`src/rtl/axi_tagctrl_r.sv`:
```
// Read-response half of the CHERI tag controller: merges tag-cache words with
// memory R beats and returns a tagged R stream under the original transaction ID.
module axi_tagctrl_r #(
    parameter int unsigned AxiIdWidth   = 4,
    parameter int unsigned AxiAddrWidth = 64,
    parameter int unsigned AxiDataWidth = 128,
    parameter int unsigned CapSize      = 128,
    parameter int unsigned TagBlockSize = 64
) (
    input  logic                    clk_i,
    input  logic                    rst_ni,
    input  logic                    desc_valid_i,
    output logic                    desc_ready_o,
    input  logic [AxiIdWidth-1:0]   desc_id_i,
    input  logic [AxiAddrWidth-1:0] desc_addr_i,
    input  logic [7:0]              desc_len_i,
    input  logic [2:0]              desc_size_i,
    input  logic [7:0]              desc_tag_len_i,
    input  logic                    tag_valid_i,
    output logic                    tag_ready_o,
    input  logic [TagBlockSize-1:0] tag_data_i,
    input  logic [1:0]              tag_resp_i,
    input  logic                    tag_last_i,
    input  logic                    mem_r_valid_i,
    output logic                    mem_r_ready_o,
    input  logic [AxiDataWidth-1:0] mem_r_data_i,
    input  logic [1:0]              mem_r_resp_i,
    input  logic                    mem_r_last_i,
    output logic                    slv_r_valid_o,
    input  logic                    slv_r_ready_i,
    output logic [AxiIdWidth-1:0]   slv_r_id_o,
    output logic [AxiDataWidth-1:0] slv_r_data_o,
    output logic [1:0]              slv_r_resp_o,
    output logic                    slv_r_last_o,
    output logic                    slv_r_user_o,
    output logic                    protocol_err_o
);
    localparam int unsigned CapOffW  = $clog2(CapSize / 8);
    localparam int unsigned TagIdxW  = $clog2(TagBlockSize);
    localparam int unsigned BlkLsb   = $clog2(TagBlockSize * CapSize / 8);
    localparam int unsigned TagCntW  = 9;

    typedef enum logic [1:0] {IDLE, TAG, STREAM, DRAIN} state_e;

    state_e                  state_q;
    logic [AxiIdWidth-1:0]   id_q;
    logic [AxiAddrWidth-1:0] addr_q;
    logic [7:0]              len_q;
    logic [2:0]              size_q;
    logic [7:0]              tag_len_q;
    logic [7:0]              beat_cnt_q;
    logic [TagCntW-1:0]      tag_cnt_q;
    logic                    tag_err_q;
    logic [1:0]              tag_resp_q;
    logic [TagBlockSize-1:0] tag_buf_q;
    logic                    out_valid_q;
    logic [AxiIdWidth-1:0]   out_id_q;
    logic [AxiDataWidth-1:0] out_data_q;
    logic [1:0]              out_resp_q;
    logic                    out_last_q;
    logic                    out_user_q;
    logic                    perr_q;

    logic [TagIdxW-1:0]      cap_idx;
    logic [AxiAddrWidth-1:0] addr_step;
    logic [AxiAddrWidth-1:0] next_addr;
    logic                    blk_change;
    logic                    beat_last;
    logic                    tag_cnt_last;
    logic                    tag_cnt_full;
    logic [1:0]              tag_resp_eff;
    logic [1:0]              beat_resp;
    logic                    desc_hs;
    logic                    tag_hs;
    logic                    mem_hs;

    // Address walk and tag-block bookkeeping for the beat currently in flight.
    assign cap_idx      = addr_q[CapOffW +: TagIdxW];
    assign addr_step    = AxiAddrWidth'(1) << size_q;
    assign next_addr    = (addr_q & ~(addr_step - AxiAddrWidth'(1))) + addr_step;
    assign blk_change   = next_addr[AxiAddrWidth-1:BlkLsb] != addr_q[AxiAddrWidth-1:BlkLsb];
    assign beat_last    = beat_cnt_q == len_q;
    assign tag_cnt_last = tag_cnt_q == {1'b0, tag_len_q};
    assign tag_cnt_full = tag_cnt_q == ({1'b0, tag_len_q} + TagCntW'(1));
    assign tag_resp_eff = tag_err_q ? tag_resp_q : 2'b00;
    assign beat_resp    = (mem_r_resp_i > tag_resp_eff) ? mem_r_resp_i : tag_resp_eff;

    assign desc_ready_o  = state_q == IDLE;
    assign tag_ready_o   = (state_q == TAG) || (state_q == DRAIN);
    assign mem_r_ready_o = (state_q == STREAM) && (!out_valid_q || slv_r_ready_i);

    assign desc_hs = desc_valid_i && desc_ready_o;
    assign tag_hs  = tag_valid_i && tag_ready_o;
    assign mem_hs  = mem_r_valid_i && mem_r_ready_o;

    assign slv_r_valid_o  = out_valid_q;
    assign slv_r_id_o     = out_id_q;
    assign slv_r_data_o   = out_data_q;
    assign slv_r_resp_o   = out_resp_q;
    assign slv_r_last_o   = out_last_q;
    assign slv_r_user_o   = out_user_q;
    assign protocol_err_o = perr_q;

    always_ff @(posedge clk_i or negedge rst_ni) begin
        if (!rst_ni) begin
            state_q     <= IDLE;
            id_q        <= '0;
            addr_q      <= '0;
            len_q       <= '0;
            size_q      <= '0;
            tag_len_q   <= '0;
            beat_cnt_q  <= '0;
            tag_cnt_q   <= '0;
            tag_err_q   <= 1'b0;
            tag_resp_q  <= '0;
            tag_buf_q   <= '0;
            out_valid_q <= 1'b0;
            out_id_q    <= '0;
            out_data_q  <= '0;
            out_resp_q  <= '0;
            out_last_q  <= 1'b0;
            out_user_q  <= 1'b0;
            perr_q      <= 1'b0;
        end else begin
            perr_q <= (mem_hs && (mem_r_last_i != beat_last)) ||
                      (tag_hs && (tag_last_i != tag_cnt_last));

            // Single-entry output register; a reload wins over the drain.
            if (mem_hs) begin
                out_valid_q <= 1'b1;
                out_id_q    <= id_q;
                out_data_q  <= mem_r_data_i;
                out_resp_q  <= beat_resp;
                out_last_q  <= beat_last;
                out_user_q  <= tag_err_q ? 1'b0 : tag_buf_q[cap_idx];
            end else if (slv_r_ready_i) begin
                out_valid_q <= 1'b0;
            end

            case (state_q)
                IDLE: begin
                    if (desc_hs) begin
                        id_q       <= desc_id_i;
                        addr_q     <= desc_addr_i;
                        len_q      <= desc_len_i;
                        size_q     <= desc_size_i;
                        tag_len_q  <= desc_tag_len_i;
                        beat_cnt_q <= '0;
                        tag_cnt_q  <= '0;
                        tag_err_q  <= 1'b0;
                        tag_resp_q <= '0;
                        state_q    <= TAG;
                    end
                end
                TAG: begin
                    if (tag_hs) begin
                        tag_buf_q <= tag_data_i;
                        tag_cnt_q <= tag_cnt_q + TagCntW'(1);
                        if (tag_resp_i != 2'b00) begin
                            tag_err_q  <= 1'b1;
                            tag_resp_q <= tag_resp_i;
                        end
                        state_q <= STREAM;
                    end
                end
                STREAM: begin
                    if (mem_hs) begin
                        addr_q     <= next_addr;
                        beat_cnt_q <= beat_cnt_q + 8'd1;
                        if (beat_last) begin
                            state_q <= tag_cnt_full ? IDLE : DRAIN;
                        end else if (blk_change) begin
                            state_q <= TAG;
                        end
                    end
                end
                DRAIN: begin
                    // Unused trailing tag words are swallowed so the tag stream stays aligned.
                    if (tag_hs) begin
                        tag_cnt_q <= tag_cnt_q + TagCntW'(1);
                        if (tag_cnt_last) begin
                            state_q <= IDLE;
                        end
                    end
                end
                default: state_q <= IDLE;
            endcase
        end
    end
endmodule

```
`config.mk`:
```
export PLATFORM = sky130hd
export DESIGN_NAME = axi_tagctrl_r
export DESIGN_NICKNAME = d
export VERILOG_FILES = /design/src/rtl/axi_tagctrl_r.sv
export SDC_FILE = /design/constraint.sdc
export NUM_CORES = 1
export LEC_CHECK = 0
export CAP_MARGIN = 20
export CORE_MARGIN = 3
export CORE_UTILIZATION = 49
export CTS_BUF_LIST = sky130_fd_sc_hd__clkbuf_16
export CTS_CLUSTER_DIAMETER = 150
export DETAILED_ROUTE_END_ITERATION = 10
export PLACE_DENSITY = 0.78
export SETUP_SLACK_MARGIN = 0.4
export SLEW_MARGIN = 30
export SYNTH_ARGS = -nofsm -noshare
export SYNTH_HDL_FRONTEND = slang
export SYNTH_SLANG_ARGS = --single-unit
```
`constraint.sdc`:
```
create_clock -name clk_i -period 4.9 [get_ports clk_i]
set_input_delay 0.98 -clock clk_i [delete_from_list [all_inputs] [get_ports clk_i]]
set_output_delay 0.98 -clock clk_i [all_outputs]
set_load 0.05 [all_outputs]
```
# After elaboration in Yosys (flattened, before gate mapping)
# Index checks and enable logic that the tools add are counted.
# classes
n_lt_le_gt_ge	2
eq_ne	17
add_sub_neg	5
shifts	1
muxes	33
bitwise_logic	2
n_reduce_logical	23
# ops
cell	count
2-to-1 mux 64 bit	2
case mux 64 bit (2 select lines)	1
adder 64 bit	1
bitwise AND 64 bit	1
inverter 64 bit	1
left shift 1 x 3 -> 64 bit, first input constant	1
subtractor 64 x 1 -> 64 bit, second input constant	1
!= test 54 bit	1
2-to-1 mux 2 bit	13
2-to-1 mux 9 bit	2
case mux 9 bit (2 select lines)	1
2-to-1 mux 8 bit	2
case mux 8 bit (2 select lines)	1
nonzero test 2 bit	5
adder 8 x 1 -> 9 bit, second input constant	1
adder 9 x 1 -> 9 bit, second input constant	1
== test 9 x 8 -> 1 bit	1
== test 9 bit	1
adder 8 x 1 -> 8 bit, second input constant	1
== test 8 bit	1
!= test 2 bit, second input constant	4
case mux 2 bit (4 select lines)	1
< comparator 6 x 7 -> 1 bit, second input constant	1
2-to-1 mux 1 bit	7
18 further kinds	31
# totals
word_cells	101
inputBits	291
reg_bits	311

# Logic depth before layout (Yosys ltp)
# logic_depth
ltp_word	10
ltp_mapped	19
mapped_depth_nobuf	17

# Least setup slack after synthesis
# Ideal clock, no wire load.
# synth_timing
path_type	register -> register
from	register size_q[2]
to	register state_q[0]
setup_time_ps	120
n_path_buf	1
slack_ps	540
stages_incl_launch_ff	15
arrival_time_ps	4239
path_cell_list	dfrtp_1 > clkbuf_1 > or3b_2 > ha_1 > nand2b_1 > o211a_1 > o22ai_2 > a311oi_2 > or3_4 > a32o_1 > or4_1 > nor4_2 > nand4_1 > or4_1 > o211a_1
# synth_via
elab_chain_cells	8
# synth_rtl
item	line	rtl
from (decl)	49	logic [2:0] size_q;
from (signal assigned)	146	size_q <= desc_size_i;
left shift 1 x 3 -> 64 bit (*)	79	assign addr_step = AxiAddrWidth'(1) << size_q;
subtractor 64 x 1 -> 64 bit	80	assign next_addr = (addr_q & ~(addr_step - AxiAddrWidth'(1))) + addr_step;
inverter 64 bit	80	
bitwise AND 64 bit	80	
adder 64 bit (*)	80	
!= test 54 bit (*)	81	assign blk_change = next_addr[AxiAddrWidth-1:BlkLsb] != addr_q[AxiAddrWidth-1:BlkLsb];
!= test 3 bit (no line) (*)	--	
AND reduction 6 bit (no line) (*)	--	
to (signal assigned)	171	state_q <= tag_cnt_full ? IDLE : DRAIN;
to (decl)	45	state_e state_q;
# Every way passes the cells marked *; elsewhere a longest branch is shown, timed or not.
# A chain may end at the register's enable or synchronous reset.

# Worst setup path after layout
# layout_timing
from	register size_q[1]
to	register state_q[0]
# Same word-level chain as after synthesis.

==> results_dict.tcl <==
set metrics [dict create \
    drt_pass1_iterations 5 \
    fin_nets 2534 \
    critPathArrivalTime_ns 4.94 \
    start_kind "register" \
    maxCapViolations 0 \
    cts_tree "yes" \
    postSynthRegisterBits 311 \
    syn-num-nets 2113 \
    totalPowerFinal_mw 14.9 \
    cts-root-buf "clkbuf_16" \
    layout_common_cells "nand2_1, clkdlybuf4s50_1, dfrtp_1" \
    finalHoldViolCount 0 \
    gp_congestion 0.996 \
    max_slew_margin_pct 36.4 \
    rows 65 \
    clk_latency_ns 0.54 \
    period_share_pct 92.2 \
    drc 0 \
    ys.flop_type "dfrtp_1" \
    vias_per_cell 5.72 \
    startpoint "size_q[1]$_DFFE_PN0P_" \
    drtAntennaViolNets 0 \
    synth.avg_cell_area_sq_um 8.94 \
    synth_seq_area_share_pct 48.1 \
    grt_util_all_layers_pct 32.1 \
    tightestPinTransition_ns 0.954 \
    crit_fanout 6 \
    max_freq_mhz 221 \
    drv_slew 0 \
    final_util_pct 70.2 \
    wl_um 57900 \
    drive_gt1_share_pct 11.5 \
    grt_max_degree 150 \
    p_per_area_nw_per_um2 662 \
    core_area_sq_um 32000 \
    clk_pin_slew_ns 0.06 \
    ios 432 \
    p_leak_nw 9.83 \
    setup_tns_ns 0 \
    numClockSinks 311 \
    die_w_um 188 \
    setup_viol 0 \
    vias 15395 \
    antenna_found_initial 8 \
    grt_pass1_wl_um 89500 \
    layout_commonest_cell "nand2_1" \
    numPortBuffers 431 \
    cts_hold_buf 0 \
    worstSetupPathType "register to register" \
    dpl.hpwl_um 42000 \
    required_ns 5.32 \
    ys_async_sr_fraction_pct 100 \
    rsz0062_at_grt "true" \
    cts_max_path_buffers 3 \
    netlist_area_sq_um 16200 \
    synth_edf_count 0 \
    wl_per_cell_um 21.5 \
    hp-class "primary input to async pin" \
    r2r-start "size_q[1]$_DFFE_PN0P_" \
    min_period_ns 4.52 \
    max-vdd-ir-drop_mv 0.443 \
    drt_iter0_drc 1484 \
    die_h_um 188 \
    synth_cell_types 85 \
    cts_buffers 36 \
    overflow 0 \
    start_util_pct 50.5 \
    final.setup_skew_ns 0.0163 \
    run_status "complete, no violations" \
    end_kind "register" \
    dieArea_sq_um 35300 \
    synth_warnings 0 \
    areaGrowthSynthToFinish_pct 39.0 \
    cts_max_level 2 \
    syn_inst 1811 \
    grt_pass1_vias 15461 \
]
[state kept, by name, summed over array words and instances, names as in the netlist]
| register | count |
|---|---|
| slv_r_last_o | 1 |
| state_q | 2 |
| tag_resp_q | 2 |
| tag_cnt_q | 9 |
| size_q | 3 |
| slv_r_id_o | 4 |
| len_q | 8 |
| tag_err_q | 1 |
| tag_len_q | 8 |
| slv_r_data_o | 128 |
| beat_cnt_q | 8 |
| slv_r_valid_o | 1 |
| addr_q | 64 |
| tag_buf_q | 64 |
| slv_r_resp_o | 2 |
| slv_r_user_o | 1 |
| protocol_err_o | 1 |
| id_q | 4 |
[synthesized netlist by cell type (all sizes together), types with 9 or more instances]
master  instances  area share [%]
nand2         595              14
dfrtp         311              48
clkbuf         97             2.3
a21oi          93             2.9
nor2           76             1.8
o21ai          74             2.3
mux2           66             4.6
nand3          47             1.5
nand4          36             1.4
nor3           33             1.1
xnor2          30             1.6
xor2           29             1.6
inv            26            0.60
mux4           21             2.9
a221o          19             1.2
buf            19            0.56
nor4           18            0.90
o22ai          15            0.62
a22oi          14            0.65
a211oi         12            0.56
and3           11            0.43
ha             11            0.85
nand2b         11            0.43
or3            11            0.55
a31oi          10            0.39
and4            9            0.49
[critical path: stages (launching register included)]
cell      delay (ns)
dfrtp_2         0.45
nand2_4         0.10
nor2_4          0.14
inv_1           0.05
ha_1            0.26
and2_4          0.14
ha_4            0.23
and4b_1         0.21
a31oi_4         0.17
inv_2           0.08
a311oi_4        0.42
buf_6           0.22
nor3_4          0.05
xnor2_1         0.14
or4_4           0.56
nor4_4          0.27
nand4_1         0.12
or4_4           0.61
o211a_1         0.16
[cells by family (layout without fill, tap and decap cells)]
group,Yosys count,in the layout,synth area share (%)
AO/OA/AOI/OAI,300,300,11.9
XOR/XNOR,59,59,3.19
adder cells (fa/ha/maj),11,11,0.850
buffers and inverters,142,587,3.42
flip-flops,311,311,48.1
multiplexers,91,91,7.76
other,0,2,0
AND/OR/NAND/NOR,897,897,24.8
[final timing paths]
path | endpoint | slack (ns) | cells past startpoint
worst max-delay path | state_q[0]$_DFFE_PN0P_ | 0.38 | 18
worst min-delay path | slv_r_data_o[22]$_DFFE_PN0P_ | 0.42 | 1
worst max register to register | state_q[0]$_DFFE_PN0P_ | 0.38 | 18
worst min register to register | slv_r_id_o[2]$_DFFE_PN0P_ | 0.47 | 2
max in group asynchronous | addr_q[48]$_DFFE_PN0P_ | 3.36 | 2
min in group clk_i | slv_r_id_o[2]$_DFFE_PN0P_ | 0.47 | 2
[area by class of cell]
type / count / area (sq um)
fill: 2468 / 9540
multi-input combinational: 1358 / 8050
sequential: 311 / 7780
timing repair buffer: 499 / 4900
clock buffer: 37 / 926
tap: 435 / 544
clock inverter: 25 / 198
inverter: 26 / 97.6
antenna: 2 / 5.00
[per-layer routing]
metal / track usage (%) / part of all wire, % / vias to the layer above
met5: 0 / 0.12 / -
met4: 11.7 / 4.0 / 10
met3: 9.85 / 9.4 / 139
met2: 51.3 / 47 / 712
met1: 41.5 / 40 / 7404
li1: - / - / 7130
[metrics by stage]
step	std cells	cell area (sq um)	setup WS [ns]	hold slack (ns)
floorplan	1811	16200	0.540	0.439
global placement	2614	21100	0.0809	0.457
detailed placement	2614	21100	0.0115	0.460
CTS	2678	22200	0.429	0.473
global route	2693	22500	0.270	0.490
finish	2693	22500	0.381	0.423
[power breakdown]
| group | switching (mW) | total (mW) | leakage [nW] | internal (mW) |
|---|---|---|---|---|
| combinational | 4.62 | 7.56 | 5.38 | 2.93 |
| clock | 1.10 | 2.58 | 0.582 | 1.48 |
| sequential | 1.05 | 4.76 | 3.87 | 3.71 |
| total | 6.77 | 14.9 | 9.83 | 8.12 |
[what timing repair did]
action / 4_1_cts / 5_1_grt
gates cloned: 0 / 1
resized for setup: 8 / 30
buffers inserted: 2 / 12
pin swaps: 3 / 19
setup endpoints to repair: 2 / 2
Power figures use the tool's default switching activity.
